## src/rtl/arith_pkg.sv

```systemverilog
// Shared definitions for the arithmetic operation scheduler: opcodes,
// FSM state encoding and the default operand width.
package arith_pkg;

  localparam int WIDTH_DEF = 3;

  localparam logic OP_ADD = 1'b1;
  localparam logic OP_MUL = 1'b0;

  typedef enum logic [1:0] {
    IDLE = 2'd0,
    EXEC = 2'd1,
    RESP = 2'd2
  } state_t;

endpackage : arith_pkg

```

## src/rtl/arith_unit.sv

```systemverilog
// Shared combinational add/multiply datapath. The add result carries its
// carry in bit WIDTH and is zero-extended to the full 2*WIDTH result.
module arith_unit
  import arith_pkg::*;
#(
  parameter int WIDTH = WIDTH_DEF
) (
  input  logic               i_op,
  input  logic [WIDTH-1:0]   i_a,
  input  logic [WIDTH-1:0]   i_b,
  output logic [2*WIDTH-1:0] o_result
);

  logic [WIDTH:0]     w_sum;
  logic [2*WIDTH-1:0] w_prod;

  // Both results are computed in parallel; the opcode only selects.
  always_comb begin
    w_sum  = {1'b0, i_a} + {1'b0, i_b};
    w_prod = {{WIDTH{1'b0}}, i_a} * {{WIDTH{1'b0}}, i_b};
    if (i_op == OP_ADD) begin
      o_result = {{(WIDTH-1){1'b0}}, w_sum};
    end else begin
      o_result = w_prod;
    end
  end

endmodule : arith_unit

```

## src/rtl/arith_op_scheduler.sv

```systemverilog
// Two-requester round-robin scheduler in front of a shared add/multiply
// unit. One operation is in flight at a time: IDLE accepts, EXEC computes
// from registered operands, RESP holds the tagged result until consumed.
module arith_op_scheduler
  import arith_pkg::*;
#(
  parameter int WIDTH = WIDTH_DEF,
  parameter int CNT_W = 8
) (
  input  logic               clk,
  input  logic               rst_n,
  input  logic               req0_valid,
  input  logic               req0_op,
  input  logic [WIDTH-1:0]   req0_a,
  input  logic [WIDTH-1:0]   req0_b,
  output logic               req0_ready,
  input  logic               req1_valid,
  input  logic               req1_op,
  input  logic [WIDTH-1:0]   req1_a,
  input  logic [WIDTH-1:0]   req1_b,
  output logic               req1_ready,
  output logic               rsp_valid,
  input  logic               rsp_ready,
  output logic [2*WIDTH-1:0] rsp_data,
  output logic               rsp_id,
  output logic               rsp_op,
  output logic               busy,
  output logic [CNT_W-1:0]   op_count
);

  state_t             r_state;
  state_t             w_next_state;

  logic               r_prio;
  logic               r_op;
  logic [WIDTH-1:0]   r_a;
  logic [WIDTH-1:0]   r_b;
  logic               r_id;
  logic [2*WIDTH-1:0] r_rsp_data;
  logic               r_rsp_id;
  logic               r_rsp_op;
  logic [CNT_W-1:0]   r_count;

  logic               w_sel;
  logic               w_any;
  logic               w_accept;
  logic               w_rsp_fire;
  logic               w_req_op;
  logic [WIDTH-1:0]   w_req_a;
  logic [WIDTH-1:0]   w_req_b;
  logic [2*WIDTH-1:0] w_result;

  // Round-robin selection: a lone requester wins outright, a tie goes to
  // the requester the priority pointer favours.
  always_comb begin
    w_any = req0_valid | req1_valid;
    if (req0_valid && req1_valid) begin
      w_sel = r_prio;
    end else begin
      w_sel = req1_valid;
    end
    w_req_op = w_sel ? req1_op : req0_op;
    w_req_a  = w_sel ? req1_a  : req0_a;
    w_req_b  = w_sel ? req1_b  : req0_b;
  end

  // Next-state and handshake decode; ready is only ever offered from IDLE.
  always_comb begin
    // NOTE: every output gets a default first so no path leaves it unassigned,
    // which would otherwise infer a latch.
    w_next_state = r_state;
    req0_ready   = 1'b0;
    req1_ready   = 1'b0;
    w_accept     = 1'b0;
    w_rsp_fire   = 1'b0;
    case (r_state)
      IDLE: begin
        if (w_any) begin
          w_accept     = 1'b1;
          req0_ready   = ~w_sel;
          req1_ready   = w_sel;
          w_next_state = EXEC;
        end
      end
      EXEC: begin
        w_next_state = RESP;
      end
      RESP: begin
        if (rsp_ready) begin
          w_rsp_fire   = 1'b1;
          w_next_state = IDLE;
        end
      end
      default: begin
        w_next_state = IDLE;
      end
    endcase
  end

  // State register.
  always_ff @(posedge clk or negedge rst_n) begin
    // NOTE: sequential state uses non-blocking assignments so every register
    // samples pre-edge values regardless of block evaluation order.
    if (!rst_n) begin
      r_state <= IDLE;
    end else begin
      r_state <= w_next_state;
    end
  end

  // Operand capture on grant and round-robin pointer update.
  always_ff @(posedge clk or negedge rst_n) begin
    if (!rst_n) begin
      r_prio <= 1'b0;
      r_op   <= OP_MUL;
      r_a    <= '0;
      r_b    <= '0;
      r_id   <= 1'b0;
    end else if (w_accept) begin
      r_prio <= ~w_sel;
      r_op   <= w_req_op;
      r_a    <= w_req_a;
      r_b    <= w_req_b;
      r_id   <= w_sel;
    end
  end

  arith_unit #(
    .WIDTH    (WIDTH)
  ) u_arith_unit (
    .i_op     (r_op),
    .i_a      (r_a),
    .i_b      (r_b),
    .o_result (w_result)
  );

  // Result capture in EXEC; the registers then hold steady through RESP.
  always_ff @(posedge clk or negedge rst_n) begin
    if (!rst_n) begin
      r_rsp_data <= '0;
      r_rsp_id   <= 1'b0;
      r_rsp_op   <= 1'b0;
    end else if (r_state == EXEC) begin
      r_rsp_data <= w_result;
      r_rsp_id   <= r_id;
      r_rsp_op   <= r_op;
    end
  end

  // Completed-response counter; wraps silently.
  always_ff @(posedge clk or negedge rst_n) begin
    if (!rst_n) begin
      r_count <= '0;
    end else if (w_rsp_fire) begin
      r_count <= r_count + 1'b1;
    end
  end

  assign rsp_valid = (r_state == RESP);
  assign busy      = (r_state != IDLE);
  assign rsp_data  = r_rsp_data;
  assign rsp_id    = r_rsp_id;
  assign rsp_op    = r_rsp_op;
  assign op_count  = r_count;

endmodule : arith_op_scheduler

```

## config.mk

```make
export PLATFORM = sky130hd
export DESIGN_NAME = arith_op_scheduler
export DESIGN_NICKNAME = d
export VERILOG_FILES = /design/src/rtl/arith_pkg.sv /design/src/rtl/arith_unit.sv /design/src/rtl/arith_op_scheduler.sv
export SDC_FILE = /design/constraint.sdc
export NUM_CORES = 1
export LEC_CHECK = 0
export ABC_AREA = 0
export BUFFER_PORTS_ARGS = -buffer_cell sky130_fd_sc_hd__buf_2
export CORE_UTILIZATION = 47
export DETAILED_ROUTE_END_ITERATION = 16
export PLACE_DENSITY_LB_ADDON = 0.3
export SYNTH_ARGS = -nofsm -noshare
export SYNTH_HDL_FRONTEND = slang
export SYNTH_SLANG_ARGS = --single-unit
```

## constraint.sdc

```tcl
create_clock -name clk -period 1.9 [get_ports clk]
set_input_delay 0.19 -clock clk [delete_from_list [all_inputs] [get_ports clk]]
set_output_delay 0.19 -clock clk [all_outputs]
set_load 0.005 [all_outputs]
```

==> impl_metrics.toml <==
[status]
outcome = "complete, but fails checks"
violations = "negative setup slack"

[clock_tree]
cts_buffers = 3
h-tree-depth = 1
cts_tree = "yes"
cts-root-buf = "clkbuf_4"
cts_buffer_depth = 2
clk_pin_slew_ns = 0.15
cts.sinks = 27
clkLatencyLatePin_ns = 0.32

[flow_run]
maxCapViolations = 0

[timing]
hold-worst-slack_ns = 0.1005
fin_crit_ns = 2.131
slew_violations = 0
fmax_mhz = 469.4
fin_tns_setup_ns = -0.3646
worst_pin_slew_ns = 0.5695
rsz0062_at_grt = "true"
finalHoldViolCount = 0
fin_skew_ns = 0.005219
finalWorstSetupSlack_ns = -0.2305
min_period_over_period = 1.121
finalSetupViolCount = 3
worst_slew_margin_rel = 0.6203

[die]
die_w_um = 58.59
start_util = 0.4930
rows = 20
die_h_um = 58.59
ios = 39
coreArea_um2 = 3053
die_area_um2 = 3433

[synthesis]
synth_area_um2 = 1505
synth_nets = 170
yosysTopAreaCell = "dfrtp_1"
synth-compound-area-share = 0.1721
yosys_warnings = 0
synth_fa_ha_area_frac = 0.1180
synth_mux_area_frac = 0.04239
synth_area_leaders = "dfrtp_1, ha_1, xor2_1"
synth_top_family_by_area = "compound AO/OA/AOI/OAI gates"
syn_inst = 138
synth_top_area_share = 0.4489
seq_area_frac_synth = 0.4489
ys_types = 35
synthSimpleGateAreaFrac = 0.1288
yosys_register_bits = 27
yosys.area_share.xor_xnor = 0.05819
synth.avg_cell_area_um2 = 10.91

[cells_and_area]
drive_gt1_frac = 0.3978
fin_util = 0.6230
final_common_cell = "buf_2"
fill_cells = 265
antenna_cells = 0
fin_nets = 219
final_cell_mix = "buf_2, dfrtp_1, nand2_1, buf_4, o21ai_0"
area_growth_pct = 26.35

[min_path]
whs_path_depth = 2
min_from = "req0_a[2]"
hold_path.class = "input port to flip-flop"
min_to = "r_a[2]"

[setup_path]
r2r_slack_ns = -0.23
critical_path_arrival_ns = 2.37
startpoint_type = "flip-flop"
worst_setup_path_end_kind = "flip-flop"
required_ns = 2.14
r2r_end = "rsp_data[3]"
crit_type = "flip-flop to flip-flop"
cp_max_fo = 2
reg2reg_depth = 8
r2r-start = "r_a[1]"

[pwr]
clockPowerShare = 0.078
finalPower_w = 0.003140
seq_power_share = 0.335
p_int_w = 0.001842
switching_power_w = 0.001298
leakage_nw = 0.9597
switching_share = 0.4134
p_per_area_nw_per_um2 = 1651
p_comb_frac = 0.587
ir_drop_uv = 677.2

[route]
routedWlPerCell_um = 13.92
drt_first_iter_violations = 42
dr.pass1.iters = 4
vias = 1201
drtAntennaViolNets = 0
routed_wl_um = 3201
avgViaCountPerCell = 5.222
drc = 0

[global_routing]
grt_pass1_wl_um = 5043
grt_max_degree = 28
antenna_found_initial = 0
first_global_vias = 1213
overflow = 0
grt_usage = 0.1943

[placed_design]
dp_hpwl_um = 2383
globalplace.congestion = 0.8326
place_ws_ns = -0.1932
numPortBuffers = 38
## routing by layer
metal | up-vias | global-route usage | wire (µm)
met5 | - | 0 | 0
met4 | 0 | 0.08163 | 63
met3 | 8 | 0.03736 | 165
met2 | 44 | 0.3530 | 1659
met1 | 563 | 0.2227 | 1313
li1 | 586 | - | -
## repair_timing
action	CTS	global route
resized for setup	4	10
hold buffers	1	0
buffers inserted	0	2
endpoints found under the hold margin	27	0
pin swaps	3	10
endpoints found under the setup margin	3	4
## stage by stage
stage / instance area [µm²] / instances
2_1_floorplan: 1508 / 138
3_3_place_gp: 1788 / 223
3_5_place_dp: 1788 / 223
4_1_cts: 1834 / 228
5_1_grt: 1902 / 230
6_report: 1902 / 230
## power by group through the flow
| stage | Clock, W | Combinational, W | Sequential [W] |
|---|---|---|---|
| finish | 0.000246 | 0.00184 | 0.00105 |
| global route | 0.000278 | 0.00203 | 0.00109 |
| CTS | 0.000253 | 0.00162 | 0.00104 |
| detailed placement | 0 | 0.00156 | 0.00105 |
| global placement | 0 | 0.00150 | 0.00103 |
| floorplan | 0 | 0.00102 | 0.00104 |
## cell usage after synthesis (all sizes together)
cell / number
dfrtp: 27
nand2: 12
ha: 11
inv: 8
o21ai: 8
xor2: 7
a21oi: 6
and2: 5
a21o: 4
a31oi: 4
o211ai: 4
a21boi: 3
a221o: 3
buf: 3
mux2: 3
mux2i: 3
nand2b: 3
nand4: 3
nor3: 3
o31ai: 3
xnor2: 3
fa: 2
nor2: 2
a211oi: 1
a31o: 1
and2b: 1
and3b: 1
clkbuf: 1
nor2b: 1
nor4: 1
or2: 1
## state kept, by name, summed over array words and instances, names as in the netlist
| signal | cells |
|---|---|
| r_a | 3 |
| r_state | 2 |
| r_prio | 1 |
| r_b | 3 |
| rsp_id | 1 |
| rsp_data | 6 |
| r_op | 1 |
| rsp_op | 1 |
| r_id | 1 |
| op_count | 8 |
## worst max-delay path, stage by stage (launching register included)
cell,delay [ns]
dfrtp_1,0.44
ha_4,0.18
xnor2_2,0.13
ha_2,0.31
ha_4,0.16
inv_2,0.05
fa_2,0.42
nor2b_4,0.14
o31ai_2,0.22
## how the worst max path moves through the flow
stage            from  slack (ns)           to  depth (start not counted)
3_5_place_dp   r_b[1]       -0.19  rsp_data[3]                          8
3_3_place_gp   r_b[1]       -0.12  rsp_data[3]                          8
5_1_grt        r_a[1]       -0.28  rsp_data[3]                          8
6_report       r_a[1]       -0.23  rsp_data[3]                          8
4_1_cts        r_b[1]       -0.21  rsp_data[3]                          8
2_1_floorplan  r_b[1]       -0.16  rsp_data[3]                          8
## cell families (layout without fill, tap and decap cells)
family / Yosys count / after routing
XOR/XNOR: 10 / 10
multiplexers: 6 / 6
buffers and inverters: 12 / 60
flip-flops: 27 / 27
AND/OR/NAND/NOR: 33 / 33
adder cells (fa/ha/maj): 13 / 13
AO/OA/AOI/OAI: 37 / 37
## layout make-up
type,count,area (µm²),share of cell area
Inverter,8,30.03,0.01579
Clock inverter,1,5.005,0.002632
Clock buffer,3,22.52,0.01184
Tap cell,44,55.05,0.02895
Multi-Input combinational cell,99,845.8,0.4447
Timing Repair Buffer,48,267.8,0.1408
Sequential cell,27,675.6,0.3553
(Power assumes the default switching activity.)
